<file path="src/rtl/muldiv_unit.sv">
// muldiv_unit: iterative RV32M multiply/divide unit.
//
// Takes rs1/rs2 values and a destination index, runs one of the eight
// M-extension operations in a fixed 34-cycle slot, and presents the result
// with a one-cycle write strobe for the register file.
//
// Ports:
//   clk     system clock, rising edge
//   rst_n   synchronous active-low reset
//   start   request an operation; accepted only while busy=0
//   funct3  operation select (MUL..REMU)
//   op_a    rs1 value
//   op_b    rs2 value
//   rd_in   destination register index
//   busy    operation in flight
//   done    one-cycle result strobe (register file WE3)
//   result  operation result (WD3), held until the next done
//   rd_out  destination index (A3), held until the next done
//
// state | meaning
// ------+------------------------------------------------------------
// IDLE  | waiting for start
// CALC  | 32 shift-add / restoring-divide iterations, then one settle cycle
// DONE  | result and rd_out valid, done strobe high for one cycle

module muldiv_unit #(
    parameter int XLEN = 32
) (
    input  logic            clk,
    input  logic            rst_n,
    input  logic            start,
    input  logic [2:0]      funct3,
    input  logic [XLEN-1:0] op_a,
    input  logic [XLEN-1:0] op_b,
    input  logic [4:0]      rd_in,
    output logic            busy,
    output logic            done,
    output logic [XLEN-1:0] result,
    output logic [4:0]      rd_out
);

    typedef enum logic [1:0] {IDLE, CALC, DONE} state_t;

    state_t            state, state_nxt;
    logic [5:0]        cnt;
    logic [2*XLEN-1:0] acc;
    logic [XLEN-1:0]   opa_q;     // multiplier (shifted right) or dividend (shifted left)
    logic [XLEN-1:0]   opb_q;     // multiplicand or divisor magnitude
    logic [2:0]        f_q;
    logic [4:0]        rd_q;
    logic              neg_q;

    // operand conditioning at accept
    logic            a_signed, b_signed, a_neg, b_neg, neg_in;
    logic [XLEN-1:0] a_mag, b_mag;

    always_comb begin
        a_signed = (funct3 == 3'b001) || (funct3 == 3'b010) ||
                   (funct3 == 3'b100) || (funct3 == 3'b110);
        b_signed = (funct3 == 3'b001) || (funct3 == 3'b100) || (funct3 == 3'b110);
        a_neg    = a_signed & op_a[XLEN-1];
        b_neg    = b_signed & op_b[XLEN-1];
        a_mag    = a_neg ? -op_a : op_a;
        b_mag    = b_neg ? -op_b : op_b;
        case (funct3)
            3'b001:  neg_in = a_neg ^ b_neg;
            3'b010:  neg_in = a_neg;
            // A zero divisor must yield an all-ones quotient, so suppress negation.
            3'b100:  neg_in = (a_neg ^ b_neg) & (op_b != '0);
            3'b110:  neg_in = a_neg;
            default: neg_in = 1'b0;
        endcase
    end

    // one iteration step
    logic [XLEN:0]     mul_sum;
    logic [XLEN:0]     rem_sh, diff;
    logic              div_ok;
    logic [XLEN-1:0]   new_rem;
    logic [2*XLEN-1:0] acc_step;

    always_comb begin
        mul_sum = {1'b0, acc[2*XLEN-1:XLEN]} + (opa_q[0] ? {1'b0, opb_q} : '0);
        rem_sh  = {acc[2*XLEN-1:XLEN], opa_q[XLEN-1]};
        diff    = rem_sh - {1'b0, opb_q};
        div_ok  = ~diff[XLEN];
        new_rem = div_ok ? diff[XLEN-1:0] : rem_sh[XLEN-1:0];
        if (f_q[2])
            acc_step = {new_rem, acc[XLEN-2:0], div_ok};
        else
            acc_step = {mul_sum, acc[XLEN-1:1]};
    end

    // sign correction and result selection
    logic [2*XLEN-1:0] prod;
    logic [XLEN-1:0]   res_c;

    always_comb begin
        prod = neg_q ? -acc : acc;
        case (f_q)
            3'b000:                 res_c = acc[XLEN-1:0];
            3'b001, 3'b010, 3'b011: res_c = prod[2*XLEN-1:XLEN];
            3'b100, 3'b101:         res_c = neg_q ? -acc[XLEN-1:0] : acc[XLEN-1:0];
            default:                res_c = neg_q ? -acc[2*XLEN-1:XLEN] : acc[2*XLEN-1:XLEN];
        endcase
    end

    always_ff @(posedge clk) begin
        if (!rst_n) state <= IDLE;
        else        state <= state_nxt;
    end

    always_comb begin
        state_nxt = state;
        case (state)
            IDLE:    if (start) state_nxt = CALC;
            CALC:    if (cnt == 6'(XLEN)) state_nxt = DONE;
            DONE:    state_nxt = IDLE;
            default: state_nxt = IDLE;
        endcase
    end

    assign busy = (state != IDLE);
    assign done = (state == DONE);

    always_ff @(posedge clk) begin
        if (!rst_n) begin
            cnt    <= '0;
            acc    <= '0;
            opa_q  <= '0;
            opb_q  <= '0;
            f_q    <= '0;
            rd_q   <= '0;
            neg_q  <= 1'b0;
            result <= '0;
            rd_out <= '0;
        end else begin
            case (state)
                IDLE: begin
                    if (start) begin
                        f_q   <= funct3;
                        rd_q  <= rd_in;
                        neg_q <= neg_in;
                        opa_q <= a_mag;
                        opb_q <= b_mag;
                        acc   <= '0;
                        cnt   <= '0;
                    end
                end
                CALC: begin
                    if (cnt != 6'(XLEN)) begin
                        acc   <= acc_step;
                        opa_q <= f_q[2] ? {opa_q[XLEN-2:0], 1'b0} : {1'b0, opa_q[XLEN-1:1]};
                        cnt   <= cnt + 6'd1;
                    end else begin
                        result <= res_c;
                        rd_out <= rd_q;
                    end
                end
                default: ;
            endcase
        end
    end

endmodule

</file>
<file path="config.mk">
export PLATFORM = sky130hd
export DESIGN_NAME = muldiv_unit
export DESIGN_NICKNAME = d
export VERILOG_FILES = /design/src/rtl/muldiv_unit.sv
export SDC_FILE = /design/constraint.sdc
export NUM_CORES = 1
export LEC_CHECK = 0
export BUFFER_PORTS_ARGS = -buffer_cell sky130_fd_sc_hd__buf_2
export CAP_MARGIN = 40
export CORE_AREA = 8 8 181 183
export DETAILED_ROUTE_END_ITERATION = 10
export DIE_AREA = 0 0 189 191
export GPL_TIMING_DRIVEN = 0
export PLACE_DENSITY_LB_ADDON = 0.12
export SLEW_MARGIN = 40
export SYNTH_ARGS = -nofsm -noshare
export SYNTH_HDL_FRONTEND = slang
export SYNTH_SLANG_ARGS = --single-unit
</file>
<file path="constraint.sdc">
create_clock -name clk -period 4.4 [get_ports clk]
set_input_delay 0.66 -clock clk [delete_from_list [all_inputs] [get_ports clk]]
set_output_delay 0.66 -clock clk [all_outputs]
set_load 0.01 [all_outputs]
</file>
==> Yosys cells after proc, flatten, opt, wreduce, memory -nomap -nowiden <==
Index checks and enable logic that the tools add are counted.
{ "op_classes": {"addsub": 8, "eq_ne": 16, "mux": 23, "bitwise": 6, "reduce_logical": 17} }
{ "ops": {"columns": ["operator", "count"], "rows": [
  ["32-bit two-way mux", 9],
  ["64-bit two-way mux", 4],
  ["32-bit negation", 4],
  ["64-bit case mux with 2 select lines", 1],
  ["32-bit case mux with 3 select lines", 1],
  ["64-bit negation", 1],
  ["32-bit case mux with 2 select lines", 1],
  ["32-bit by 32-bit adder with 33-bit output", 1],
  ["33-bit by 32-bit subtractor with 33-bit output", 1],
  ["32-bit nonzero test", 1],
  ["3-bit == test, second input constant", 4],
  ["6-bit two-way mux", 2],
  ["6-bit case mux with 2 select lines", 1],
  ["3-bit by 2-bit == test with 1-bit output, second input constant", 3],
  ["6-bit by 1-bit adder with 6-bit output, second input constant", 1],
  ["3-bit by 1-bit == test with 1-bit output, second input constant", 2],
  ["6-bit == test, second input constant", 1],
  ["2-bit inequality test, second input constant", 3],
  ["6-bit inequality test, second input constant", 1],
  ["2-bit AND reduction", 3],
  ["1-bit logical OR", 5],
  ["2-bit two-way mux", 2],
  ["2-bit case mux with 2 select lines", 1],
  ["2-bit nonzero test", 2],
  ["11 further kinds", 15]
]} }
{ "word_totals": {"register_bits": 182, "input_bits": 75, "output_inout_bits": 39} }

==> Longest topological paths before layout <==
{ "depth": {"word_depth": 8, "mapped_depth": 14, "mapped_depth_nobuf": 13} }

==> Worst setup path before layout <==
No wires, ideal clock.
{ "synth_timing": {"path_type": "reg-to-reg", "from": "register opa_q[0]", "to": "register acc[55]", "arrival_time_ns": 2.918, "slack_ns": 1.403, "path_stages_with_launch": 15, "period_less_slack_ns": 2.997, "path_cell_list": "dfxtp_1 > clkbuf_1 > and2_1 > ha_1 > inv_1 > fa_1 > nand2b_1 > a21oi_1 > nor2_1 > o31ai_1 > a221oi_1 > o21ai_0 > a221oi_1 > xor2_1 > o211ai_1"} }
{ "synth_via": {"elab_chain_cells": 5} }
{ "synth_rtl": {"columns": ["element", "line", "rtl"], "rows": [
  ["start: declaration", "47", "logic [XLEN-1:0] opa_q;"],
  ["start signal: assignment", "144", "opa_q <= a_mag;"],
  ["start signal: assignment", "153", "opa_q <= f_q[2] ? {opa_q[XLEN-2:0], 1'b0} : {1'b0, opa_q[XLEN-1:1]};"],
  ["32-bit two-way mux", "83", "mul_sum = {1'b0, acc[2*XLEN-1:XLEN]} + (opa_q[0] ? {1'b0, opb_q} : '0);"],
  ["32-bit by 32-bit adder with 33-bit output", "83", null],
  ["64-bit two-way mux", "88", "if (f_q[2])"],
  ["64-bit two-way mux", "151", "if (cnt != 6'(XLEN)) begin"],
  ["64-bit case mux with 2 select lines", "138", "case (state)"],
  ["end signal: assignment", "152", "acc <= acc_step;"],
  ["end: declaration", "46", "logic [2*XLEN-1:0] acc;"]
]} }
Every way passes these cells. The select of a mux whose other input is x is not followed.
A chain may end at the register's enable or synchronous reset.

==> Worst setup path after layout <==
Ends and elaborated chain as after synthesis.

==> flow_metrics.py <==
metrics = {
    "yosys": {
        "ys_seq_area_share_pct": 22.6,
        "synth_edf_count": 0,
        "synth_area_leaders": "dfxtp_1 (23%), o21ai_0 (6.3%), nand2_1 (6.1%)",
        "synthMuxAreaShare_pct": 4.64,
        "synthSimpleGateAreaFrac_pct": 23.2,
        "synthCells": 2191,
        "synth_area_um2": 16100,
        "synth_top_family_by_area": "compound AO/OA/AOI/OAI gates",
        "synth_top_area_share_pct": 22.6,
        "synth-adder-area-share_pct": 5.68,
        "synth_ff_type": "dfxtp_1",
        "synth-seq-cells": 182,
        "synth-compound-area-share_pct": 30.0,
        "yosysWarnings": 0,
        "synth_xor_area_share_pct": 8.21,
        "yosysTopAreaCell": "dfxtp_1",
        "async_reset_ff_share_pct": 0,
        "avgSynthCellArea_um2": 7.36,
        "synth.distinct_cells": 87,
        "syn_nets": 2338,
    },
    "sta": {
        "rsz0062_at_grt": "no",
        "finalHoldViolCount": 0,
        "worst_slew_pin_slew_ns": 0.916,
        "clock_skew_ns": 0.0166,
        "finalCritPeriodShare_pct": 93.6,
        "finalSetupTns_ns": 0,
        "slew_headroom_pct": 38.7,
        "hold_ws_ns": 0.455,
        "fmax_mhz": 243,
        "finalCriticalPeriod_ns": 4.12,
        "slew_violations": 0,
        "setup_viol": 0,
    },
    "floorplanning": {
        "core_um2": 30000,
        "rows": 64,
        "dieArea_um2": 36100,
        "dieWidth_um": 189,
        "io_pins": 114,
        "start_util_pct": 53.7,
        "dieHeight_um": 191,
    },
    "worst_setup_path": {
        "crit_arrival_ns": 4.49,
        "critPathMaxStageDelay_ns": 0.54,
        "cp_top_family": "compound AO/OA/AOI/OAI gates",
        "cpMostUsedCell": "a221oi_1",
        "rr_worst_depth": 14,
        "crit_fanout": 10,
        "r2r_slack_ns": 0.28,
        "timing.rr.end": "acc[55]",
        "cp_num_buf_inv": 2,
        "crit_chain": "clkbuf_1 > and2_1 > ha_1 > inv_1 > fa_1 > nand2b_1 > a21oi_1 > nor2_1 > o31ai_1 > a221oi_1 > o21ai_1 > a221oi_1 > xor2_1 > o211ai_1",
        "worstSetupPathType": "reg -> reg",
        "cp-start-kind": "register",
        "timing.rr.start": "opa_q[0]",
        "cp-end-kind": "register",
        "slowest_stage": "dfxtp_1",
        "required_ns": 4.77,
    },
    "final_layout": {
        "layout.cells.most_common": "nand2_1",
        "fill_cells": 2998,
        "seqCellArea_um2": 3640,
        "area_growth_pct": 10.3,
        "multiInputGateArea_um2": 11600,
        "num-nets-final": 2470,
        "layout_common_cells": "nand2_1 (264), o21ai_0 (202), dfxtp_1 (182)",
        "drive_gt1_share_pct": 8.48,
        "diodes": 0,
        "final_area_um2": 17800,
    },
    "clock_tree": {
        "post_cts_resized": 0,
        "cts_tree": "done",
        "postCtsHoldBufs": 0,
        "worstSkewPairLatency_ns": 0.46,
        "clockBufferDepth": 2,
        "clock-sinks": 182,
        "post_cts_buffers": 0,
        "clk_pin_slew_ns": 0.08,
        "htree_levels": 4,
        "cts_buffers": 17,
        "cts-root-buf": "clkbuf_16",
    },
    "global_routing": {
        "grt_pass1_wl_mm": 95.9,
        "grtUsageMet1_pct": 45.5,
        "met3_usage_pct": 7.99,
        "antenna_found_initial": 1,
        "grt_overflow": 0,
        "grt_pass1_vias": 17000,
        "grt_start_max_net_pins": 20,
        "top_usage_layer": "met2",
        "track_usage_pct": 33.5,
        "use_met2_pct": 50.9,
    },
    "routing": {
        "drc": 0,
        "drt-initial-drc-count": 1741,
        "avgRoutedWirePerCell_um": 22.8,
        "drt-total-wl_mm": 62.4,
        "via_per_inst": 6.50,
        "dr.pass1.iters": 5,
        "vias": 17700,
        "antenna_left": 0,
    },
    "job": {
        "maxCapViolations": 0,
    },
    "min_path": {
        "worstHoldPathCells": 2,
        "min_delay_worst_endpoint": "result[0]",
        "hold_class": "reg -> reg",
        "hp-start": "result[0]",
    },
    "placed_design": {
        "dp_hpwl_mm": 48.6,
        "routabilityCongestion": 1.00,
        "io_buffers": 112,
        "place_area_um2": 17200,
    },
    "status": {
        "status": "complete, no violations",
    },
    "power": {
        "p_leak_uw": 0.00737,
        "ir_drop_mv": 0.279,
        "powerDensity_nw_per_um2": 268,
    },
}
==> flip-flops by register name (all words and copies together), names as in the netlist <==
name    flops
acc        64
cnt         6
f_q         3
neg_q       1
opa_q      32
opb_q      32
rd_out      5
rd_q        5
result     32
state       2
==> per-stage QoR <==
stage	std cells	setup slack (ns)	power, uW	util [%]
final	2732	0.283	4770	59.2
after CTS	2731	0.182	4730	59.2
after floorplan	2191	1.40	2740	-
after global routing	2732	0.0775	4960	59.2
after detailed placement	2699	0.205	3180	57.2
after global placement	2699	0.185	3160	57.2
==> cell type report <==
cell class	count	area share, %
multi-input cells	1770	65.1
flip-flops and latches	182	20.5
plain buffers	166	3.64
repair buffers	113	3.20
well taps	396	2.79
clock buffers	17	2.39
inverters	73	1.54
clock inverters	15	0.866
==> tightest hold or removal path, stage by stage (launching register included) <==
cell and delay, ns:
dfxtp_1 0.33, nand2_1 0.05, o21ai_0 0.05
==> power breakdown <==
group	leakage [uW]	internal, uW	switching, uW
logic	0.00560	487	897
clock network	0.000287	759	812
registers	0.00148	1720	93.3
==> synthesized netlist by cell type (7+ instances only) <==
library cell / instances
and2_1: 81
nor2b_1: 22
a222oi_1: 7
a22oi_1: 18
a22o_1: 11
buf_1: 13
o21ai_1: 8
a211oi_1: 29
o31ai_1: 27
or2_2: 11
xnor2_1: 85
a21oi_1: 140
or4_1: 15
nand4_1: 19
nor3_1: 38
or3_1: 23
o41ai_1: 11
ha_1: 70
buf_2: 9
nand3_1: 74
a31oi_1: 18
a221oi_1: 13
a21o_1: 39
a21boi_0: 32
o21ai_0: 203
o221ai_1: 14
mux2i_1: 68
clkbuf_1: 143
o211a_1: 33
nor2_1: 108
o21bai_1: 19
inv_1: 72
dfxtp_1: 182
o211ai_1: 33
nor4_1: 14
a311oi_1: 7
xor2_1: 66
o21a_1: 15
nand2b_1: 26
and3_1: 14
nor3b_1: 9
nand2_1: 264
==> kinds of logic (layout without fill, tap and decap cells) <==
kind of cell,count (synthesis),in the layout
flops,182,182
fa+ha+maj,72,72
xor+xnor,151,151
mux,74,74
buf+inv,239,384
compound gates,726,726
simple gates,747,747
==> how the worst max path moves through the flow <==
stage | from | endpoint | cells past startpoint
after floorplan | opa_q[0] | acc[55] | 14
final | opa_q[0] | acc[55] | 14
after global placement | opa_q[0] | acc[55] | 14
after detailed placement | opa_q[0] | acc[55] | 14
after global routing | opa_q[0] | acc[56] | 13
after CTS | opa_q[0] | acc[55] | 14
==> per-layer routing <==
metal | up-vias | routed length [um]
met4 | 2 | 2220
li1 | 8232 | -
met5 | - | 13
met3 | 147 | 6170
met1 | 8452 | 27600
met2 | 915 | 26400
(Power assumes the default switching activity.)
